--- src/rtl/intc.sv ---
`default_nettype none
// ============================================================================
//  Module   : intc
//  Purpose  : Programmable interrupt controller with per-source level/edge
//             latching, software mask and fixed-priority claim/EOI handshake
//             in front of the CPU HWInt[7:2] inputs. Bridge register slot.
//  Options  : INTC_SYNC_EN - route src through a 2-flop synchronizer.
//  Revision : 1.0  initial release
// ============================================================================
module intc #(
    parameter int NSRC = 6
) (
    input  logic            clk,
    input  logic            reset,
    input  logic [31:2]     Addr,
    input  logic            WE,
    input  logic [31:0]     Din,
    output logic [31:0]     Dout,
    input  logic [NSRC-1:0] src,
    output logic [NSRC+1:2] HWInt,
    output logic            IRQ
);

    localparam int              c_IDW       = 3;
    localparam logic [2:0]      c_REG_MASK  = 3'd0;
    localparam logic [2:0]      c_REG_MODE  = 3'd1;
    localparam logic [2:0]      c_REG_PEND  = 3'd2;
    localparam logic [2:0]      c_REG_CLAIM = 3'd3;
    localparam logic [2:0]      c_REG_EOI   = 3'd4;
    localparam logic [2:0]      c_REG_STAT  = 3'd5;
    localparam logic [0:0]      c_ST_IDLE   = 1'b0;
    localparam logic [0:0]      c_ST_BUSY   = 1'b1;
    localparam logic [NSRC-1:0] c_ONE       = {{(NSRC-1){1'b0}}, 1'b1};

    logic [0:0]       r_state;
    logic [0:0]       w_state_nxt;
    logic [NSRC-1:0]  r_mask;
    logic [NSRC-1:0]  r_mode;
    logic [NSRC-1:0]  r_pend;
    logic [NSRC-1:0]  r_s_d;
    logic [c_IDW-1:0] r_isid;

    logic [NSRC-1:0]  w_s;
    logic [NSRC-1:0]  w_rise;
    logic [NSRC-1:0]  w_pm;
    logic             w_any;
    logic [c_IDW-1:0] w_first;
    logic [2:0]       w_reg;
    logic             w_wr_mask;
    logic             w_wr_mode;
    logic             w_wr_pend;
    logic             w_wr_claim;
    logic             w_wr_eoi;
    logic             w_eoi_match;
    logic             w_valid;
    logic             w_busy;
    logic             w_claim_fire;
    logic [c_IDW-1:0] w_claim_id;
    logic [NSRC-1:0]  w_pend_clr;
    logic [NSRC-1:0]  w_pend_nxt;
    logic [NSRC-1:0]  w_hw_nxt;
    logic             w_unused_bits;

    // ------------------------------------------------------------------
    // Source conditioning
    // ------------------------------------------------------------------
`ifdef INTC_SYNC_EN
    logic [NSRC-1:0] r_sync1;
    logic [NSRC-1:0] r_sync2;

    always_ff @(posedge clk) begin
        if (reset) begin
            r_sync1 <= '0;
            r_sync2 <= '0;
        end else begin
            r_sync1 <= src;
            r_sync2 <= r_sync1;
        end
    end

    assign w_s = r_sync2;
`else
    assign w_s = src;
`endif

    always_ff @(posedge clk) begin
        if (reset) begin
            r_s_d <= '0;
        end else begin
            r_s_d <= w_s;
        end
    end

    assign w_rise = w_s & ~r_s_d;

    // ------------------------------------------------------------------
    // Bus decode
    // ------------------------------------------------------------------
    assign w_reg         = Addr[4:2];
    assign w_wr_mask     = WE && (w_reg == c_REG_MASK);
    assign w_wr_mode     = WE && (w_reg == c_REG_MODE);
    assign w_wr_pend     = WE && (w_reg == c_REG_PEND);
    assign w_wr_claim    = WE && (w_reg == c_REG_CLAIM);
    assign w_wr_eoi      = WE && (w_reg == c_REG_EOI);
    assign w_eoi_match   = (Din[c_IDW-1:0] == r_isid);
    assign w_unused_bits = ^{Addr[31:5], Din[31:NSRC]};

    // Lowest set index of the enabled pending set wins.
    assign w_pm  = r_pend & r_mask;
    assign w_any = |w_pm;

    always_comb begin
        w_first = '0;
        for (int i = NSRC - 1; i >= 0; i--) begin
            if (w_pm[i]) begin
                w_first = c_IDW'(i);
            end
        end
    end

    // ------------------------------------------------------------------
    // Claim / EOI state machine
    // ------------------------------------------------------------------
    always_ff @(posedge clk) begin
        if (reset) begin
            r_state <= c_ST_IDLE;
        end else begin
            r_state <= w_state_nxt;
        end
    end

    always_comb begin
        w_state_nxt = r_state;
        case (r_state)
            c_ST_IDLE: begin
                if (w_wr_claim && w_any) begin
                    w_state_nxt = c_ST_BUSY;
                end
            end
            c_ST_BUSY: begin
                if (w_wr_eoi && w_eoi_match) begin
                    w_state_nxt = c_ST_IDLE;
                end
            end
            default: w_state_nxt = c_ST_IDLE;
        endcase
    end

    always_comb begin
        w_busy       = 1'b0;
        w_valid      = 1'b0;
        w_claim_fire = 1'b0;
        case (r_state)
            c_ST_IDLE: begin
                w_valid      = w_any;
                w_claim_fire = w_any && w_wr_claim;
            end
            c_ST_BUSY: begin
                w_busy = 1'b1;
            end
            default: begin
                w_busy = 1'b0;
            end
        endcase
    end

    // The read value and the claim decision share this one encode.
    assign w_claim_id = w_valid ? w_first : '0;

    always_ff @(posedge clk) begin
        if (reset) begin
            r_isid <= '0;
        end else if (w_claim_fire) begin
            r_isid <= w_claim_id;
        end
    end

    // ------------------------------------------------------------------
    // Configuration registers
    // ------------------------------------------------------------------
    always_ff @(posedge clk) begin
        if (reset) begin
            r_mask <= '0;
            r_mode <= '0;
        end else begin
            if (w_wr_mask) begin
                r_mask <= Din[NSRC-1:0];
            end
            if (w_wr_mode) begin
                r_mode <= Din[NSRC-1:0];
            end
        end
    end

    // ------------------------------------------------------------------
    // Pending latch: mode in effect during the cycle selects the rule, so
    // a MODE change alters behaviour only from the following edge on.
    // ------------------------------------------------------------------
    assign w_pend_clr = (w_wr_pend    ? Din[NSRC-1:0]        : '0)
                      | (w_claim_fire ? (c_ONE << w_claim_id) : '0);

    always_comb begin
        w_pend_nxt = '0;
        for (int i = 0; i < NSRC; i++) begin
            if (r_mode[i]) begin
                w_pend_nxt[i] = w_rise[i] | (r_pend[i] & ~w_pend_clr[i]);
            end else begin
                w_pend_nxt[i] = w_s[i];
            end
        end
    end

    always_ff @(posedge clk) begin
        if (reset) begin
            r_pend <= '0;
        end else begin
            r_pend <= w_pend_nxt;
        end
    end

    // ------------------------------------------------------------------
    // Forwarding to the CPU
    // ------------------------------------------------------------------
    assign w_hw_nxt = w_busy ? '0 : w_pm;

    always_ff @(posedge clk) begin
        if (reset) begin
            HWInt <= '0;
            IRQ   <= 1'b0;
        end else begin
            HWInt <= w_hw_nxt;
            IRQ   <= |w_hw_nxt;
        end
    end

    // ------------------------------------------------------------------
    // Read mux
    // ------------------------------------------------------------------
    always_comb begin
        Dout = '0;
        case (w_reg)
            c_REG_MASK:  Dout = {{(32-NSRC){1'b0}}, r_mask};
            c_REG_MODE:  Dout = {{(32-NSRC){1'b0}}, r_mode};
            c_REG_PEND:  Dout = {{(32-NSRC){1'b0}}, r_pend};
            c_REG_CLAIM: Dout = {w_valid, {(31-c_IDW){1'b0}}, w_claim_id};
            c_REG_STAT:  Dout = {{(32-NSRC-c_IDW-1){1'b0}}, w_busy, r_isid, w_s};
            default:     Dout = '0;
        endcase
    end

endmodule
`default_nettype wire

--- config.mk ---
export PLATFORM = sky130hd
export DESIGN_NAME = intc
export DESIGN_NICKNAME = d
export VERILOG_FILES = /design/src/rtl/intc.sv
export SDC_FILE = /design/constraint.sdc
export NUM_CORES = 1
export LEC_CHECK = 0
export BUFFER_PORTS_ARGS = -buffer_cell sky130_fd_sc_hd__buf_2
export CAP_MARGIN = 20
export CORE_ASPECT_RATIO = 1.2
export CORE_MARGIN = 4
export CORE_UTILIZATION = 25
export DETAILED_ROUTE_END_ITERATION = 6
export GPL_TIMING_DRIVEN = 0
export MAX_ROUTING_LAYER = met4
export SETUP_SLACK_MARGIN = 0.5
export SYNTH_ARGS = -nofsm -noshare
export SYNTH_HDL_FRONTEND = slang
export SYNTH_SLANG_ARGS = --single-unit
--- constraint.sdc ---
create_clock -name clk -period 1.4 [get_ports clk]
set_clock_uncertainty 0.1 [all_clocks]
set_input_delay 0.14 -clock clk [delete_from_list [all_inputs] [get_ports clk]]
set_output_delay 0.14 -clock clk [all_outputs]
set_load 0.005 [all_outputs]
==> results.md, run 1 <==
* Status: finished with violations
* Failing checks: negative setup slack
* Die area at 9045 um2
* Synth top area cells: dfxtp_1, buf_4, mux2i_1
* Via total after detailed routing at 1,925
* VDD IR max at 0.3696 mV
* Routed vias/inst at 4.730
* Max cap viols at 0
* Sequential Power Share at 48.0%
* Crit path time final at 1.894 ns
* DRC violations left at 0
* Final hold slack at 0.01363 ns
* Synth area leader: dfxtp_1
* CP endpoint kind: primary output
* Share of layout cells above drive strength 1 at 49.21%
* Final Slew Violations at 0
* Power per cell area at 730.2 nW/um2
* GR Overflow Total at 0
* CTS Buf Count at 5
* Wire length of the first global-routing pass at 9.411 mm
* Most frequent cells in the layout: buf_4, buf_2, nand2_1, nor2_1, dfxtp_1
* Syn Area/Cell at 8.735 um2
* R2r worst-path depth at 7
* Dpl cells at 362
* Antenna-violating nets left at 0
* P_int at 1.568 mW
* RSZ-0062 raised after global routing: true
* Commonest non-fill, non-tap cell in the layout: buf_4
* Syn Inst Count at 217
* Final Non-Filler Cells at 407
* Num rows at 34
* R2R Path Start: r_mask[3]$_SDFFE_PP0P_
* # port buffers at 35
* DR WL/cell at 15.03 um
* Sequential area share after synthesis at 36.96%
* WL final at 6.118 mm
* Worst slew pin tran at 0.6460 ns
* Ports at 110
* Switching part of the total at 27.89%
* Dpl hpwl at 4.031 mm
* CTS tree: yes
* Clk pwr share at 34.1%
* Number of synthesized flops with an enable pin at 0
* Critical path class: reg2out
* Hold_sp: Din[4]
* Hold Crit Depth at 3
* DRT Pass-1 Iters at 4
* Root Buffer: clkbuf_8
* Fmax at 527.9 MHz
* Initial Utilization at 25.91%
* Hold Path Sink: r_mask[4]$_SDFFE_PP0P_
* Die Wd at 87.49 um
* Synthesized cell area at 1896 um2
* Sw power at 606.4 uW
* Combinational share of power at 17.9%
* GPL Wtd Cong at 0.8790
* R2R Setup Slk at -0.36 ns
* Critical R2R Capture: r_isid[0]$_SDFFE_PP0P_
* DP Worst Slack at -0.3524 ns
* Ant diodes at 0
* Vias in the first global route at 1,873
* Fin nets at 387
* Hold Fails Final Rpt at 0
* Die Ht at 103.4 um
* Setup WS post-layout at -0.4941 ns
* CP Launch Type: flop
* Synth Warn # at 0
* Initial antenna violation count at 0
* Yosys top cell area share at 36.96%
* Flops & latches, synth at 35
* CTS sink cnt at 35
* Largest net degree at the start of global routing at 13
* Post-synth ARST share at 0%
* Endpoints failing setup at 16
* H-tree levels at 2
* Top_reg_cell synth: dfxtp_1
* Syn-to-layout area delta at 57.10%
* CP Max Fanout at 5
* Period utilization at 135.3%
* GR Util All Layers at 13.89%
* DRT iter0 DRCs at 137
* Worst-Skew Late Latency at 0.29 ns
* Total Power at 2.174 mW
* Slew HR at 56.94%
* WP data required at 1.16 ns
* HP Class: in2reg
* Clk slew on worst S/H paths at 0.07 ns
* Synth unique cells at 46
* Core area at 7317 um2
* CTS Buffer Depth at 2
* Leak Pwr at 1.274 nW
* Worst EP arrival at 1.65 ns
-- layer usage --
| metal | up-vias | global-route usage [%] | wire [um] |
|---|---|---|---|
| met1 | 904 | 15.93 | 2500 |
| met5 | - | - | 0 |
| met3 | 16 | 3.566 | 414 |
| met4 | 0 | 3.896 | 178 |
| li1 | 919 | - | - |
| met2 | 86 | 23.90 | 3025 |
-- metrics by stage --
stage	setup TNS (ns)	util [%]	instance area, um2
floorplan	-0.1300	-	2062
global placement	-3.836	32.11	2350
detailed placement	-4.380	32.11	2350
CTS	-3.509	37.09	2714
global route	-4.655	40.70	2978
finish	-3.976	40.70	2978
-- kinds of logic after synthesis --
| logic type | count (synthesis) | share of synthesized area, % |
|---|---|---|
| other | 1 | 0.1978 |
| AOI/OAI and AO/OA | 41 | 15.45 |
| DFF | 35 | 36.96 |
| muxes | 18 | 9.637 |
| and+or+nand+nor | 87 | 25.48 |
| buffers and inverters | 32 | 10.89 |
| xor gates and xnor gates | 3 | 1.386 |
-- cell type report --
cell class / instances / area (um2)
fillers: 717 / 4339
inverters: 3 / 15.01
well taps: 90 / 112.6
plain buffers: 29 / 239.0
flip-flops and latches: 35 / 734.5
multi-input cells: 170 / 1225
clock inverters: 3 / 20.02
clock buffers: 5 / 68.82
repair buffers: 72 / 563.0
-- what timing repair did --
item | 4_1_cts | 5_1_grt
endpoints found under the hold margin | 1 | 0
pin swaps | 16 | 16
gates resized for setup | 39 | 32
hold buffers | 1 | 0
setup endpoints to repair | 47 | 48
buffers inserted | 19 | 17
-- synthesized netlist by cell type, types with 2 or more instances --
master,count
a211o_1,3
a211oi_1,3
a21oi_1,6
a22o_1,5
a22oi_1,3
and2_1,5
and3_1,3
buf_2,3
buf_4,22
clkbuf_1,3
dfxtp_1,35
inv_1,2
mux2i_1,16
nand2_1,26
nand2b_1,2
nor2_1,27
nor2b_1,8
nor3_1,2
nor4b_2,2
o211ai_1,3
o21ai_1,8
o22ai_1,4
xnor2_1,3
-- state kept, by name, indices dropped and copies added (netlist names) --
name,flops
HWInt,6
r_mask,6
r_mode,6
IRQ,1
r_state,1
r_pend,6
r_isid,3
r_s_d,6
-- worst max-delay path: stages, from the launching register on --
cell     delay, ns
dfxtp_4       0.37
a22o_4        0.29
nor4b_4       0.28
a31oi_1       0.15
o21ai_1       0.15
buf_2         0.13
-- power by group through the flow --
stage / logic [mW] / clock network (mW) / registers (mW)
after floorplan: 0.191 / 0 / 1.07
after CTS: 0.332 / 0.763 / 1.04
after global placement: 0.281 / 0 / 1.07
final: 0.390 / 0.741 / 1.04
after global routing: 0.420 / 0.806 / 1.05
after detailed placement: 0.285 / 0 / 1.07
-- worst max-delay path by stage --
stage,start,to,slack [ns],depth (start not counted)
CTS,r_pend[1]$_SDFF_PP0_,Dout[2],-0.48,5
floorplan,r_mask[3]$_SDFFE_PP0P_,r_isid[0]$_SDFFE_PP0P_,-0.05,4
detailed placement,WE,r_pend[2]$_SDFF_PP0_,-0.35,5
global placement,r_pend[2]$_SDFF_PP0_,Dout[0],-0.32,5
finish,r_pend[1]$_SDFF_PP0_,Dout[2],-0.49,5
global route,r_pend[1]$_SDFF_PP0_,Dout[2],-0.55,5
No activity file was read; power rests on OpenSTA's default activity.
==> run 2: changes to the inputs <==
--- a/config.mk
+++ b/config.mk
@@ -5,12 +5,12 @@
 export SDC_FILE = /design/constraint.sdc
 export NUM_CORES = 1
 export LEC_CHECK = 0
-export BUFFER_PORTS_ARGS = -buffer_cell sky130_fd_sc_hd__buf_2
 export CAP_MARGIN = 20
 export CORE_ASPECT_RATIO = 1.2
 export CORE_MARGIN = 4
 export CORE_UTILIZATION = 25
 export DETAILED_ROUTE_END_ITERATION = 6
+export DONT_BUFFER_PORTS = 1
 export GPL_TIMING_DRIVEN = 0
 export MAX_ROUTING_LAYER = met4
 export SETUP_SLACK_MARGIN = 0.5
==> run 2 against run 1 <==
Against the previous run: the run ends with negative hold slack, negative setup slack left; register-to-register slack improved by 0.03 ns; sequential share of layout area increased by 0.54 points; first-iteration DRC count decreased by 28%; cell count is 7.4% lower; global-route usage rose by 0.33 points; core utilization shrank 0.60 points; hold slack lost 0.10 ns; largest cell class unchanged.
==> results.md, run 2 (synthesized netlist as in run 1, its figures left out) <==
* Period utilization at 125.9%
* WL final at 6.262 mm
* Fin nets at 357
* Initial antenna violation count at 0
* Vias in the first global route at 1,818
* HP Class: in2reg
* CP Max Fanout at 3
* Critical R2R Capture: r_pend[2]$_SDFF_PP0_
* Slew HR at 41.98%
* Syn-to-layout area delta at 54.79%
* CP endpoint kind: primary output
* Antenna-violating nets left at 0
* Setup WS post-layout at -0.3628 ns
* DRC violations left at 0
* CTS Buffer Depth at 2
* Hold Crit Depth at 1
* Storage cell area at 739.5 um2
* Hold Path Sink: r_s_d[4]$_SDFF_PP0_
* R2R Path Start: r_pend[1]$_SDFF_PP0_
* Hold_sp: src[4]
* VDD IR max at 0.6348 mV
* Fmax at 567.3 MHz
* Leak Pwr at 1.158 nW
* CTS Buf Count at 5
* Max cap viols at 0
* FILL cells at 726
* CTS sink cnt at 35
* Critical path class: reg2out
* Die Ht at 103.4 um
* Most frequent cells in the layout: buf_4, nand2_1, conb_1, dfxtp_1, nor2_1
* GR Overflow Total at 0
* Worst EP arrival at 1.52 ns
* Crit path time final at 1.763 ns
* Commonest non-fill, non-tap cell in the layout: buf_4
* Worst slew pin tran at 0.8680 ns
* Status: finished with violations
* DP Worst Slack at -0.2412 ns
* Dpl hpwl at 3.983 mm
* R2R Setup Slk at -0.33 ns
* Endpoints failing setup at 15
* Clk slew on worst S/H paths at 0.08 ns
* Via total after detailed routing at 1,797
* GR Util All Layers at 14.22%
* Placed cell areas at 2175 um2
* # port buffers at 0
* Cts-stage hold buffer count at 11
* GPL Wtd Cong at 0.9140
* Area of the multi-input gates at 1295 um2
* Power per cell area at 849.3 nW/um2
* Share of layout cells above drive strength 1 at 44.60%
* H-tree levels at 2
* Ports at 110
* WP data required at 1.16 ns
* Root Buffer: clkbuf_8
* Largest net degree at the start of global routing at 12
* Initial Utilization at 25.91%
* DR WL/cell at 16.61 um
* DRT Pass-1 Iters at 4
* Worst-Skew Late Latency at 0.30 ns
* Die area at 9045 um2
* RSZ-0062 raised after global routing: true
* Core area at 7317 um2
* Die Wd at 87.49 um
* Total Power at 2.492 mW
* DRT iter0 DRCs at 98
* Wire length of the first global-routing pass at 9.404 mm
* Failing checks: negative hold slack, negative setup slack
* R2r worst-path depth at 7
* Num rows at 34
* Post-route cell area at 2934 um2
* Final hold slack at -0.08711 ns
* Routed vias/inst at 4.767
* CTS tree: yes
* Final Slew Violations at 0
* Hold Fails Final Rpt at 3
* Ant diodes at 0
* CP Launch Type: flop
-- run 2: worst max path at each step --
stage | end | depth (start not counted) | start | slack, ns
detailed placement | r_isid[0]$_SDFFE_PP0P_ | 4 | r_pend[5]$_SDFF_PP0_ | -0.24
finish | Dout[2] | 4 | r_pend[1]$_SDFF_PP0_ | -0.36
global route | Dout[2] | 4 | r_pend[1]$_SDFF_PP0_ | -0.42
global placement | r_isid[0]$_SDFFE_PP0P_ | 4 | r_pend[2]$_SDFF_PP0_ | -0.27
floorplan | r_isid[0]$_SDFFE_PP0P_ | 4 | r_mask[3]$_SDFFE_PP0P_ | -0.05
CTS | Dout[2] | 4 | r_pend[1]$_SDFF_PP0_ | -0.36
-- run 2: final cells by class --
cell class,instances,share of cell area (%)
timing repair buffer,42,13.22
inverter,3,0.5117
clock buffer,6,2.473
tap,90,3.838
buffer,29,8.571
multi-input combinational,170,44.14
sequential,35,25.20
clock inverter,2,2.047
-- run 2: through the flow --
stage	std cells	setup TNS, ns	util [%]
2_1_floorplan	237	-0.1300	-
5_1_grt	377	-3.998	40.10
6_report	377	-3.226	40.10
3_3_place_gp	327	-1.918	29.72
3_5_place_dp	327	-1.883	29.72
4_1_cts	366	-2.628	37.79
-- run 2: timing repair --
item                       in CTS  in global routing
cloned                          0                  0
setup endpoints to repair      40                 40
setup buffers                  20                 11
pin swaps                      20                 11
hold endpoints to repair       22                  3
gates resized for setup        53                 24
-- run 2: where the power goes --
group | leakage (nW) | internal, mW | switching, mW
Combinational | 0.798 | 0.183 | 0.163
Sequential | 0.295 | 1.01 | 0.0254
Clock | 0.0654 | 0.712 | 0.394
Total | 1.16 | 1.91 | 0.583
-- run 2: critical path, cell delays in order, from the launching register on --
cell     delay, ns
dfxtp_4       0.35
a22o_4        0.27
nor4b_4       0.29
a31oi_2       0.15
o21ai_2       0.16
-- run 2: layer usage --
layer	track usage, %	up-vias	share of wire, %
met2	23.84	67	52
met4	5.549	0	1.9
met3	4.992	10	7.7
li1	-	859	-
met5	-	-	0
met1	15.38	861	39
==> run 3: changes to the inputs <==
--- a/config.mk
+++ b/config.mk
@@ -5,6 +5,7 @@
 export SDC_FILE = /design/constraint.sdc
 export NUM_CORES = 1
 export LEC_CHECK = 0
+export ABC_AREA = 1
 export CAP_MARGIN = 20
 export CORE_ASPECT_RATIO = 1.2
 export CORE_MARGIN = 4
==> run 3 against run 2 <==
Against the previous run: the flow finishes with violations (negative setup slack); count of clock-buffer cells in the layout did not move; power down 7.0%; critical path depth up 1; sequential cell count unchanged; global-route usage is 0.91 points lower; first-iteration DRC count rose by 27%; die area is 1.5% lower; largest power group is now registers.
==> results.md, run 3 <==
* Sum Neg Setup Slack at -0.7796 ns
* CP cell instances: nand2_4, a21o_1, nand3_2, nand3_4, o211ai_1
* Core area at 7274 um2
* Top_reg_cell synth: dfxtp_1
* Synthesized cell area at 1864 um2
* Antenna-violating nets left at 0
* Largest family of logic cells by synthesized area: simple AND/OR/NAND/NOR gates
* Critical path's slowest cell: dfxtp_2
* Worst-Skew Late Latency at 0.29 ns
* GR Layer Usage met1 at 14.55%
* Via total after detailed routing at 1,880
* Post-synth ARST share at 0%
* Placed cell areas at 2167 um2
* RSZ-0062 raised after global routing: true
* Fmax at 612.4 MHz
* Share of layout cells above drive strength 1 at 42.86%
* R2R Setup Slk at -0.10 ns
* CTS tree: yes
* Met2 Use GR at 22.09%
* Wire length of the first global-routing pass at 8.797 mm
* Die Ht at 102.6 um
* WP data required at 1.16 ns
* Syn Inst Count at 268
* Final Slew Violations at 0
* Crit path time final at 1.633 ns
* R2R Path Start: r_pend[3]$_SDFF_PP0_
* Number of synthesized flops with an enable pin at 0
* GR Util met3 at 4.237%
* CP Max Fanout at 4
* Num rows at 34
* XOR/XNOR Fraction of Synth Area at 1.409%
* Root Buffer: clkbuf_8
* Syn-to-layout area delta at 51.34%
* CTS Buf Count at 5
* Synth unique cells at 31
* Synth area leader: dfxtp_1
* Critical Path Start: r_pend[2]$_SDFF_PP0_
* Post-synthesis compound-gate area fraction at 12.01%
* GR peak layer: met2
* DP Worst Slack at -0.04599 ns
* Initial Utilization at 25.63%
* Worst EP arrival at 1.39 ns
* Leak Pwr at 1.311 nW
* Synth Warn # at 0
* GR Overflow Total at 0
* Most frequent cells in the layout: nand2_1, buf_4, inv_1, conb_1, nor2_1
* Biggest cell delay along the critical path at 0.35 ns
* Post-synthesis mux area share at 0%
* Endpoints failing setup at 10
* FILL cells at 751
* Setup WS post-layout at -0.2329 ns
* Post-Synth Simple-Gate Area at 31.28%
* CP endpoint kind: primary output
* Die area at 8908 um2
* Critical path class: reg2out
* Leading cell type by number of instances after synthesis: nand2_1
* Hold Fails Final Rpt at 0
* H-tree levels at 2
* Power per cell area at 821.2 nW/um2
* Failing checks: negative setup slack
* Yosys top cell area share at 37.58%
* Status: finished with violations
* CTS sink cnt at 35
* Period utilization at 116.6%
* GPL Wtd Cong at 0.8398
* WL final at 5.782 mm
* Post-route cell area at 2821 um2
* Clk slew on worst S/H paths at 0.07 ns
* Largest net degree at the start of global routing at 12
* # port buffers at 0
* HP Class: in2reg
* Flops & latches, synth at 35
* Dpl hpwl at 4.010 mm
* Commonest non-fill, non-tap cell in the layout: nand2_1
* Fin nets at 399
* Synth top area cells: dfxtp_1, nand2_1, buf_4
* Hold_sp: Din[1]
* Ports at 110
* Vias in the first global route at 1,854
* Die Wd at 86.83 um
* DRC violations left at 0
* DRT iter0 DRCs at 124
* Syn Area/Cell at 6.956 um2
* Routed vias/inst at 4.487
* Post-Synth Adder-Cell Area at 0%
* Ant diodes at 0
* CP Launch Type: flop
* Max cap viols at 0
* GR Util All Layers at 13.32%
* VDD IR max at 0.3263 mV
* CTS Buffer Depth at 2
* Leading cell types by count after synthesis: nand2_1, dfxtp_1, inv_1
* DRT Pass-1 Iters at 4
* DR WL/cell at 13.80 um
* Sequential area share after synthesis at 37.58%
* Initial antenna violation count at 0
==> run 3: cell types whose count changed in the layout (fill, tap and decap cells not counted), sizes merged, moves of 5 or more <==
cell / before / now
nand2: 26 / 68
inv: 2 / 38
nand3: 0 / 19
mux2i: 16 / 0
buf: 57 / 44
a21oi: 6 / 15
nor2b: 8 / 0
nor2: 27 / 33
a22o: 5 / 0
and2: 5 / 0
nand4: 0 / 5
==> run 3: final timing paths <==
check,to,cells past startpoint
min reg2reg,r_pend[4]$_SDFF_PP0_,3
min,r_pend[1]$_SDFF_PP0_,5
max,Dout[0],5
max reg2reg,r_pend[3]$_SDFF_PP0_,9
==> run 3: cell type report <==
class / count / area [um2] / share of cell area [%]
Buffer: 25 / 186.4 / 6.608
Clock buffer: 6 / 82.58 / 2.927
Clock inverter: 2 / 35.03 / 1.242
Inverter: 39 / 185.2 / 6.563
Multi-Input combinational cell: 189 / 1192 / 42.26
Sequential cell: 35 / 729.5 / 25.85
Tap cell: 90 / 112.6 / 3.991
Timing Repair Buffer: 33 / 297.8 / 10.55
==> run 3: where the power goes <==
group          leakage (nW)  total (mW)  internal, mW  switching (mW)
Sequential            0.295        1.05          1.03          0.0248
Clock                0.0612       0.946         0.576           0.370
Combinational         0.955       0.317         0.149           0.168
==> run 3: logic make-up after synthesis <==
| group | Yosys count |
|---|---|
| flip-flops | 35 |
| AO/OA/AOI/OAI | 38 |
| buffers and inverters | 64 |
| XOR/XNOR | 3 |
| AND/OR/NAND/NOR | 127 |
| other | 1 |
==> run 3: stage by stage <==
step                utilization (%)  hold slack [ns]  cells  total power [mW]
detailed placement            29.79           0.1632    378             1.289
global placement              29.79           0.1631    378             1.287
global route                  38.79          0.02250    419             2.425
floorplan                         -           0.1585    288             1.251
finish                        38.79         0.009532    419             2.317
CTS                           36.89         0.003800    413             2.309
==> run 3: routing by layer <==
| layer | up-vias | wire [um] | part of all wire [%] |
|---|---|---|---|
| met1 | 857 | 2195 | 38 |
| met2 | 70 | 2946 | 51 |
| met4 | 0 | 195 | 3.4 |
| li1 | 934 | - | - |
| met3 | 19 | 444 | 7.7 |
| met5 | - | 0 | 0 |
==> run 3: repair_timing <==
action	in CTS	in global routing
endpoints found under the hold margin	24	0
pin swaps	13	11
resized for setup	51	22
setup endpoints to repair	22	30
hold buffers	13	0
setup buffers	14	6
cloned	0	0
==> run 3: critical path: cells and delay by family (launching register included) <==
| family | cells | cell delay (ns) |
|---|---|---|
| DFF | 1 | 0.35 |
| and+or+nand+nor | 3 | 0.25 |
| AOI/OAI and AO/OA | 2 | 0.50 |
